===== config.mk =====
export PLATFORM = sky130hd
export DESIGN_NAME = spi_master_multi
export DESIGN_NICKNAME = d
export VERILOG_FILES = /design/src/rtl/spi_master_multi.sv
export SDC_FILE = /design/constraint.sdc
export NUM_CORES = 1
export LEC_CHECK = 0
export CAP_MARGIN = 20
export CORE_ASPECT_RATIO = 1.5
export CORE_MARGIN = 2
export CORE_UTILIZATION = 57
export CTS_CLUSTER_SIZE = 16
export DETAILED_ROUTE_END_ITERATION = 10
export PLACE_DENSITY = 0.94
export SLEW_MARGIN = 20
export SYNTH_ARGS = -nofsm -noshare
export SYNTH_HDL_FRONTEND = slang
export SYNTH_SLANG_ARGS = --single-unit

===== constraint.sdc =====
create_clock -name clk -period 6.5 [get_ports clk]
set_input_delay 1.3 -clock clk [delete_from_list [all_inputs] [get_ports clk]]
set_output_delay 1.3 -clock clk [all_outputs]
set_load 0.02 [all_outputs]

===== src/rtl/spi_master_multi.sv =====
// SPI master with one-of-NSS active-low selects, runtime CPOL/CPHA, bit order and clock divider.
// All transfer timing comes from one divider counter and one sck-edge counter.
module spi_master_multi #(
    parameter int DW  = 8,
    parameter int NSS = 16,
    parameter int SW  = 4,
    parameter int CW  = 4
) (
    input  logic           clk,
    input  logic           rstb,
    input  logic           start,
    input  logic [SW-1:0]  sel,
    input  logic [DW-1:0]  tdat,
    input  logic           mlb,
    input  logic           cpol,
    input  logic           cpha,
    input  logic [CW-1:0]  cdiv,
    input  logic           din,
    output logic [NSS-1:0] ss,
    output logic           sck,
    output logic           dout,
    output logic           busy,
    output logic           done,
    output logic [DW-1:0]  rdata
);
    localparam int EW = $clog2(2 * DW);
    localparam logic [EW-1:0] LAST_EDGE = EW'(2 * DW - 1);

    typedef enum logic [2:0] {IDLE, LEAD, XFER, TRAIL, FIN} state_t;

    state_t          state_reg, state_next;
    logic [CW-1:0]   div_reg;
    logic [CW-1:0]   cdiv_reg;
    logic [EW-1:0]   edge_reg;
    logic [DW-1:0]   tx_reg;
    logic [DW-1:0]   rx_reg;
    logic            mlb_reg;
    logic            cpha_reg;
    logic            tick;
    logic [NSS-1:0]  ss_pick;

    // Out-of-range sel matches no line, so every select stays high.
    for (genvar gi = 0; gi < NSS; gi++) begin : g_ss
        assign ss_pick[gi] = (sel != SW'(gi));
    end

    function automatic logic head_bit(input logic [DW-1:0] w, input logic msb_first);
        return msb_first ? w[DW-1] : w[0];
    endfunction

    function automatic logic [DW-1:0] shift_out(input logic [DW-1:0] w, input logic msb_first);
        return msb_first ? {w[DW-2:0], 1'b0} : {1'b0, w[DW-1:1]};
    endfunction

    function automatic logic [DW-1:0] shift_in(input logic [DW-1:0] w, input logic msb_first,
                                               input logic b);
        return msb_first ? {w[DW-2:0], b} : {b, w[DW-1:1]};
    endfunction

    assign tick = (div_reg == cdiv_reg);
    assign busy = (state_reg != IDLE);
    assign done = (state_reg == FIN);

    always_ff @(posedge clk or posedge rstb) begin
        if (rstb) begin
            state_reg <= IDLE;
        end else begin
            state_reg <= state_next;
        end
    end

    always_comb begin
        state_next = state_reg;
        case (state_reg)
            IDLE:    if (start) state_next = LEAD;
            LEAD:    if (tick) state_next = XFER;
            XFER:    if (tick && edge_reg == LAST_EDGE) state_next = TRAIL;
            TRAIL:   if (tick) state_next = FIN;
            FIN:     state_next = IDLE;
            default: state_next = IDLE;
        endcase
    end

    always_ff @(posedge clk or posedge rstb) begin
        if (rstb) begin
            div_reg  <= '0;
            cdiv_reg <= '0;
            edge_reg <= '0;
            tx_reg   <= '0;
            rx_reg   <= '0;
            mlb_reg  <= 1'b0;
            cpha_reg <= 1'b0;
            ss       <= '1;
            sck      <= 1'b0;
            dout     <= 1'b0;
            rdata    <= '0;
        end else begin
            case (state_reg)
                IDLE: begin
                    div_reg  <= '0;
                    edge_reg <= '0;
                    if (start) begin
                        cdiv_reg <= cdiv;
                        mlb_reg  <= mlb;
                        cpha_reg <= cpha;
                        sck      <= cpol;
                        ss       <= ss_pick;
                        rx_reg   <= '0;
                        // With cpha=0 the first bit must be set up before the first leading edge.
                        if (!cpha) begin
                            dout   <= head_bit(tdat, mlb);
                            tx_reg <= shift_out(tdat, mlb);
                        end else begin
                            tx_reg <= tdat;
                        end
                    end
                end
                LEAD: begin
                    div_reg <= tick ? '0 : div_reg + 1'b1;
                end
                XFER: begin
                    div_reg <= tick ? '0 : div_reg + 1'b1;
                    if (tick) begin
                        sck      <= ~sck;
                        edge_reg <= edge_reg + 1'b1;
                        // Even edge index = leading edge; cpha selects which kind samples.
                        if (edge_reg[0] == cpha_reg) begin
                            rx_reg <= shift_in(rx_reg, mlb_reg, din);
                        end else if (edge_reg != LAST_EDGE) begin
                            dout   <= head_bit(tx_reg, mlb_reg);
                            tx_reg <= shift_out(tx_reg, mlb_reg);
                        end
                    end
                end
                TRAIL: begin
                    div_reg <= tick ? '0 : div_reg + 1'b1;
                    if (tick) begin
                        rdata <= rx_reg;
                        ss    <= '1;
                        dout  <= 1'b0;
                    end
                end
                default: begin
                    div_reg <= '0;
                end
            endcase
        end
    end
endmodule


# After elaboration in Yosys (flattened, before gate mapping)
# Cells that the tools add are included.
[classes]
bitwise_logic = 1
n_addsub = 2
n_reduce_logical = 17
n_mux = 37
n_eq_ne = 32
[op_table]
columns = ["cell", "count"]
rows = [
  ["8-bit two-way mux", 11],
  ["4-bit inequality test, second input constant", 9],
  ["16-bit two-way mux", 2],
  ["16-bit one-hot mux with 2 select lines", 1],
  ["8-bit one-hot mux with 2 select lines", 2],
  ["2-bit inequality test, second input constant", 9],
  ["4-bit by 3-bit inequality test with 1-bit output, second input constant", 4],
  ["3-bit two-way mux", 4],
  ["4-bit two-way mux", 3],
  ["3-bit one-hot mux with 4 select lines", 1],
  ["1-bit two-way mux", 10],
  ["4-bit by 1-bit adder with 4-bit output, second input constant", 2],
  ["4-bit by 2-bit inequality test with 1-bit output, second input constant", 2],
  ["4-bit one-hot mux with 2 select lines", 1],
  ["4-bit AND reduction", 2],
  ["7-bit AND reduction", 1],
  ["3-bit by 2-bit equality test with 1-bit output, second input constant", 2],
  ["2-bit AND reduction", 3],
  ["3-bit AND reduction", 2],
  ["3-bit nonzero test", 2],
  ["5-bit AND reduction", 1],
  ["4-bit equality test", 1],
  ["4-bit equality test, second input constant", 1],
  ["4-bit by 1-bit inequality test with 1-bit output, second input constant", 1],
  ["11 further kinds", 12],
]
[totals]
wordCells = 101
ff_bits = 59

# Logic depth before layout (Yosys ltp)
# Gate-level depths: netlist of run 1.
[logic_depth]
depth_word = 5
depth_mapped = 6
depth_no_buf = 5

# Least setup slack after synthesis of run 1
# OpenSTA, ideal clock, no wires.
[synth_path]
path_kind = "input to register"
from = "in start"
to = "reg tx_reg[0]"
cell_stages = 3
path_buffers = 0
slack_ns = 3.597
arrival_time_ns = 2.778
setup_time_ns = 0.125
path_cell_list = "or4b_2 a211oi_4 mux2_4"
[synth_between]
elab_chain_cells = 2
[synth_lines]
columns = ["item", "line", "rtl"]
rows = [
  ["from (decl)", "11", "input logic start,"],
  ["2-bit inequality test (no line)", "n/a", ""],
  ["5-bit AND reduction (no line)", "n/a", ""],
  ["to (signal assigned)", "112", "tx_reg <= shift_out(tdat, mlb);"],
  ["to (signal assigned)", "114", "tx_reg <= tdat;"],
  ["to (signal assigned)", "131", "tx_reg <= shift_out(tx_reg, mlb_reg);"],
  ["to (decl)", "35", "logic [DW-1:0] tx_reg;"],
]
# Every way passes these cells.
# A chain may end at the register's enable or synchronous reset.

# Final worst setup path of run 1
# Same ends and word-level chain as after synthesis.

==> results.json, run 1 <==
{
  "ios": 51,
  "totalWireLength_microns": 6960,
  "worstSetupStartpointType": "primary input",
  "status": "complete, no violations",
  "timing.fmax_mhz": 297,
  "syn_inst": 289,
  "required_ns": 6.73,
  "min_period_ns": 3.37,
  "cts.sinks": 59,
  "worstMarginPinSlew_ns": 0.858,
  "cts_setup_buffers": 0,
  "syn-cell-area_sq_mm": 0.00306,
  "antenna_found_initial": 0,
  "post-route-util_pct": 74.9,
  "routed_via_density": 5.98,
  "setup-tns-final_ns": 0,
  "cp_max_fo": 12,
  "synth-xor-area-share_pct": 2.00,
  "maxCapViolCount": 0,
  "rows": 32,
  "drtIter0Drc": 229,
  "fill_cells": 338,
  "track_usage_pct": 25.9,
  "synth.distinct_cells": 46,
  "cp_slowest_stage_delay_ns": 0.80,
  "avgRoutedWirePerCell_microns": 17.1,
  "cts.clk_slew.worst_paths_ns": 0.07,
  "pwr_density_cell_mw_per_mm2": 461,
  "synth-edff-count": 0,
  "overflow": 0,
  "port_buffers": 50,
  "core_sq_mm": 0.00516,
  "maxSlewViolCount": 0,
  "hold_viol_final": 0,
  "fin_crit_sh_pct": 51.8,
  "yosysSeqAreaShare_pct": 48.9,
  "grt_pass1_vias": 2371,
  "dr.pass1.iters": 4,
  "ys_seq_elements": 59,
  "postRouteAntennaNets": 0,
  "hold_path_class": "flop to flop",
  "clk_latency_ns": 0.35,
  "die_height_microns": 93.8,
  "cellLeakagePower_nw": 1.64,
  "synthToLayoutAreaGrowth_pct": 26.4,
  "finalNonFillerCells": 407,
  "ys.flop_type": "dfrtp_1",
  "grt_pass1_wl_microns": 11700,
  "cts_hold_buffers": 0,
  "layout.nets": 359,
  "dp_hpwl_microns": 4630,
  "clock_path_buffers": 2,
  "cts_root_buffer": "clkbuf_8",
  "synthMuxAreaShare_pct": 15.9,
  "synth_compound_area_share_pct": 15.0,
  "die_x_microns": 63.8,
  "numPlacedInstances": 391,
  "async_reset_ff_share_pct": 100,
  "largest_reg_flops": 16,
  "criticalPathCategory": "primary input to flop",
  "critical_path.cell_chain": "clkdlybuf4s50_1, or4b_2, a211oi_4, mux2_4",
  "final_cell_mix": "clkdlybuf4s50_1, dfrtp_1, mux2i_1",
  "cts_tree": "built",
  "slowest_stage": "or4b_2",
  "route.detailed.drc": 0,
  "drive_gt1_share_pct": 17.7,
  "synth_top_area_cell": "dfrtp_1",
  "vias": 2433,
  "slew-limit-headroom_pct": 42.8,
  "yosysWarnings": 0,
  "regMostFlops": "ss",
  "yosys.area_share.simple_pct": 13.6,
  "start_util_pct": 59.3,
  "cts-htree-levels": 3,
  "worst_ep_arrival_time_ns": 3.59,
  "synth_nets": 314,
  "place_congestion": 0.796,
  "crit_path_end_kind": "flop",
  "die_area_sq_mm": 0.00599,
  "synth_top_family_by_area": "multiplexers",
  "cts_buffers": 9,
  "diodes": 0,
  "grt_max_degree": 60,
  "vdd_ir_drop_max_v": 0.000271,
  "rsz0062_at_grt": "no",
  "finClkSkew_ns": 0.0109,
  "synth_top_area_share_pct": 35.1,
  "synth-adder-area-share_pct": 0.817,
  "ys_top_cells_by_area": "dfrtp_1, dfstp_2, mux2i_1, mux2_2, a211oi_1",
  "ctsResizeCount": 0,
  "final_common_cell": "clkdlybuf4s50_1",
  "finalSetupViolations": 0,
  "avgSynthCellArea_sq_um": 10.6
}
## worst max-delay path, delay by kind of cell
| family | cells | cell delay [ns] |
|---|---|---|
| and+or+nand+nor | 1 | 0.80 |
| AOI/OAI and AO/OA | 1 | 0.62 |
| buffers and inverters | 1 | 0.52 |
| muxes | 1 | 0.35 |
## layout make-up
class	instances	area [sq um]	share of cell area, %
clock inverter	4	120	3.10
multi-input combinational	202	1460	37.6
timing repair buffer	53	523	13.5
inverter	9	33.8	0.873
sequential	59	1500	38.7
tap	68	85.1	2.20
clock buffer	12	155	4.01
## cells by family after synthesis
kind of cell | after synthesis
AO/OA/AOI/OAI | 67
XOR/XNOR | 7
adder cells (fa/ha/maj) | 2
buffers and inverters | 28
flip-flops | 59
multiplexers | 46
AND/OR/NAND/NOR | 80
## cells in the mapped netlist, drive strengths merged, types with 4 or more instances
cell	number
a21oi	10
nand2	29
mux2i	31
buf	4
clkbuf	15
mux2	15
nor3b	4
dfstp	16
a211oi	19
nand3	12
nor2	14
a31oi	12
nor4	4
o2bb2ai	8
xor2	6
o21ai	13
inv	9
dfrtp	43
## per-stage QoR
step,cell area [sq um],worst slack [ns],hold WS (ns),power (W)
2_1_floorplan,3060,3.60,0.460,0.00110
3_3_place_gp,3590,2.85,0.478,0.00128
3_5_place_dp,3590,2.78,0.483,0.00131
4_1_cts,3870,3.14,0.511,0.00179
5_1_grt,3870,3.06,0.534,0.00189
6_report,3870,3.13,0.508,0.00179
## power breakdown
group / total (W) / leakage (nW) / switching [W] / internal [W]
clock network: 0.000458 / 0.137 / 0.000144 / 0.000315
registers: 0.000643 / 0.732 / 0.000131 / 0.000512
logic: 0.000685 / 0.776 / 0.000383 / 0.000301
## routing by layer
metal / vias to the layer above / global-route usage (%) / part of all wire, %
met5: - / 0 / 0
met3: 15 / 7.07 / 5.0
met4: 0 / 11.6 / 2.2
li1: 1152 / - / -
met2: 73 / 41.6 / 53
met1: 1193 / 32.4 / 40
## path summary, 6_finish.rpt
| check | from | to | slack (ns) | cells past startpoint |
|---|---|---|---|---|
| max in group asynchronous | rstb | tx_reg[2] | 4.56 | 3 |
| worst min-delay path | cdiv_reg[3] | cdiv_reg[3] | 0.51 | 2 |
| worst max register to register | state_reg[0] | tx_reg[0] | 3.91 | 3 |
| worst max-delay path | start | tx_reg[0] | 3.13 | 4 |
| min in group asynchronous | rstb | rdata[6] | 1.46 | 3 |
| worst min register to register | cdiv_reg[3] | cdiv_reg[3] | 0.51 | 2 |
Note: power is estimated with default switching activity, not from simulation.
==> run 2: changes to the inputs <==
--- a/config.mk
+++ b/config.mk
@@ -8,10 +8,10 @@
 export CAP_MARGIN = 20
 export CORE_ASPECT_RATIO = 1.5
 export CORE_MARGIN = 2
-export CORE_UTILIZATION = 57
+export CORE_UTILIZATION = 53
 export CTS_CLUSTER_SIZE = 16
 export DETAILED_ROUTE_END_ITERATION = 10
-export PLACE_DENSITY = 0.94
+export PLACE_DENSITY = 0.89
 export SLEW_MARGIN = 20
 export SYNTH_ARGS = -nofsm -noshare
 export SYNTH_HDL_FRONTEND = slang
==> constraint.sdc (replaced) <==
create_clock -name clk -period 3.38 [get_ports clk]
set_input_delay 0.676 -clock clk [delete_from_list [all_inputs] [get_ports clk]]
set_output_delay 0.676 -clock clk [all_outputs]
set_load 0.02 [all_outputs]
==> run 2 against run 1 <==
  * Sequential power rose by 91%
  * Critical path depth fell by 2
  * Core utilization fell by 5.5 points
  * Non-clock buffer count rose by 1
==> results.json, run 2 (synthesis gave the netlist of run 1 again) <==
{
  "die_area_sq_mm": 0.00641,
  "r2r_slack_ns": 0.92,
  "grt_max_degree": 32,
  "routed_via_density": 5.91,
  "hold_viol_final": 0,
  "place_area_sq_mm": 0.00362,
  "cts_hold_buffers": 0,
  "setup-tns-final_ns": 0,
  "avgRoutedWirePerCell_microns": 17.0,
  "min_period_ns": 2.71,
  "cts_tree": "built",
  "overflow": 0,
  "grt_pass1_wl_microns": 12200,
  "reg2reg_to": "rx_reg[7]",
  "fin_crit_sh_pct": 80.2,
  "min_to": "cdiv_reg[0]",
  "synthToLayoutAreaGrowth_pct": 25.5,
  "pwr_density_cell_mw_per_mm2": 845,
  "final_cell_mix": "clkdlybuf4s50_1, dfrtp_1, mux2i_1",
  "min_path_cells": 2,
  "p_sw_share_pct": 38.9,
  "criticalPathCategory": "flop to output port",
  "dp_hpwl_microns": 4800,
  "port_buffers": 50,
  "maxCapViolCount": 0,
  "p_seq_share_pct": 37.9,
  "die_height_microns": 97.1,
  "clock_path_buffers": 2,
  "vias": 2424,
  "clockPowerShare_pct": 21.7,
  "cp_max_fo": 14,
  "worstSetupStartpointType": "flop",
  "grt_pass1_vias": 2525,
  "cts.clk_slew.worst_paths_ns": 0.07,
  "cts-htree-levels": 3,
  "switching_power_w": 0.00126,
  "cts.sinks": 59,
  "finalSetupViolations": 0,
  "largest_reg_flops": 16,
  "core_sq_mm": 0.00553,
  "postRouteAntennaNets": 0,
  "rows": 33,
  "p_int_w": 0.00198,
  "vdd_ir_drop_max_v": 0.000616,
  "status": "complete, no violations",
  "antenna_found_initial": 0,
  "start_util_pct": 55.3,
  "clk_latency_ns": 0.35,
  "dr.pass1.iters": 5,
  "timing.fmax_mhz": 369,
  "place_congestion": 0.832,
  "ios": 51,
  "maxSlewViolCount": 0,
  "ctsResizeCount": 0,
  "die_x_microns": 66.1,
  "ff_latch_area_sq_mm": 0.00150,
  "diodes": 0,
  "crit_path_end_kind": "output port",
  "comb_power_share_pct": 40.4,
  "finClkSkew_ns": 0.0131,
  "cts_setup_buffers": 0,
  "layout.nets": 360,
  "fill_cells": 430,
  "rsz0062_at_grt": "no",
  "multiInputGateArea_sq_mm": 0.00146,
  "hold_path_class": "flop to flop",
  "r2r_start": "state_reg[0]",
  "final_cell_area_sq_mm": 0.00384,
  "cellLeakagePower_nw": 1.64,
  "track_usage_pct": 24.6,
  "required_ns": 2.70,
  "cts_root_buffer": "clkbuf_8",
  "reg2regPathDepth": 4,
  "worstMarginPinSlew_ns": 0.865,
  "slew-limit-headroom_pct": 42.3,
  "totalWireLength_microns": 6950,
  "hold_start": "cdiv_reg[0]",
  "final_common_cell": "clkdlybuf4s50_1",
  "cts_buffers": 9,
  "worst_ep_arrival_time_ns": 2.04,
  "drive_gt1_share_pct": 17.9,
  "route.detailed.drc": 0,
  "regMostFlops": "ss",
  "drtIter0Drc": 137
}
## run 2: layout make-up
| class | instances | share of cell area, % |
|---|---|---|
| sequential | 59 | 38.9 |
| clock inverter | 2 | 0.260 |
| multi-input combinational | 202 | 37.9 |
| clock buffer | 14 | 5.63 |
| inverter | 9 | 0.879 |
| tap | 70 | 2.28 |
| timing repair buffer | 54 | 14.1 |
## run 2: power groups by stage
| stage | sequential (W) | clock [W] | combinational (W) |
|---|---|---|---|
| after global routing | 0.00127 | 0.000742 | 0.00144 |
| after global placement | 0.00123 | 0 | 0.00126 |
| after detailed placement | 0.00124 | 0 | 0.00130 |
| after floorplan | 0.00124 | 0 | 0.000866 |
| after CTS | 0.00123 | 0.000713 | 0.00132 |
| final | 0.00123 | 0.000704 | 0.00131 |
## run 2: worst max path at each step
stage	from	to	slack (ns)	cells after the start
6_report	state_reg[0]	busy	0.67	2
5_1_grt	state_reg[0]	done	0.55	3
4_1_cts	state_reg[0]	busy	0.67	2
3_5_place_dp	start	rx_reg[6]	0.41	5
3_3_place_gp	start	rx_reg[0]	0.50	5
2_1_floorplan	start	tx_reg[0]	1.10	3
## run 2: stage by stage
step | power [W] | hold WS, ns | cells | util [%] | setup WS, ns
after floorplan | 0.00211 | 0.460 | 289 | - | 1.10
after global placement | 0.00248 | 0.479 | 394 | 65.4 | 0.496
after detailed placement | 0.00254 | 0.483 | 394 | 65.4 | 0.411
after CTS | 0.00326 | 0.507 | 410 | 69.5 | 0.670
after global routing | 0.00345 | 0.527 | 410 | 69.5 | 0.550
final | 0.00325 | 0.505 | 410 | 69.5 | 0.668
## run 2: per-layer routing
metal / wire [microns] / GRT usage (%) / up-vias
li1: - / - / 1148
met1: 2850 / 31.7 / 1181
met2: 3600 / 39.6 / 78
met3: 333 / 5.56 / 17
met4: 167 / 9.89 / 0
met5: 0 / 0 / -
## run 2: critical path: stages, from the launching register on
cell             delay, ns
dfrtp_1               0.54
or3_1                 0.57
clkdlybuf4s50_1       0.59
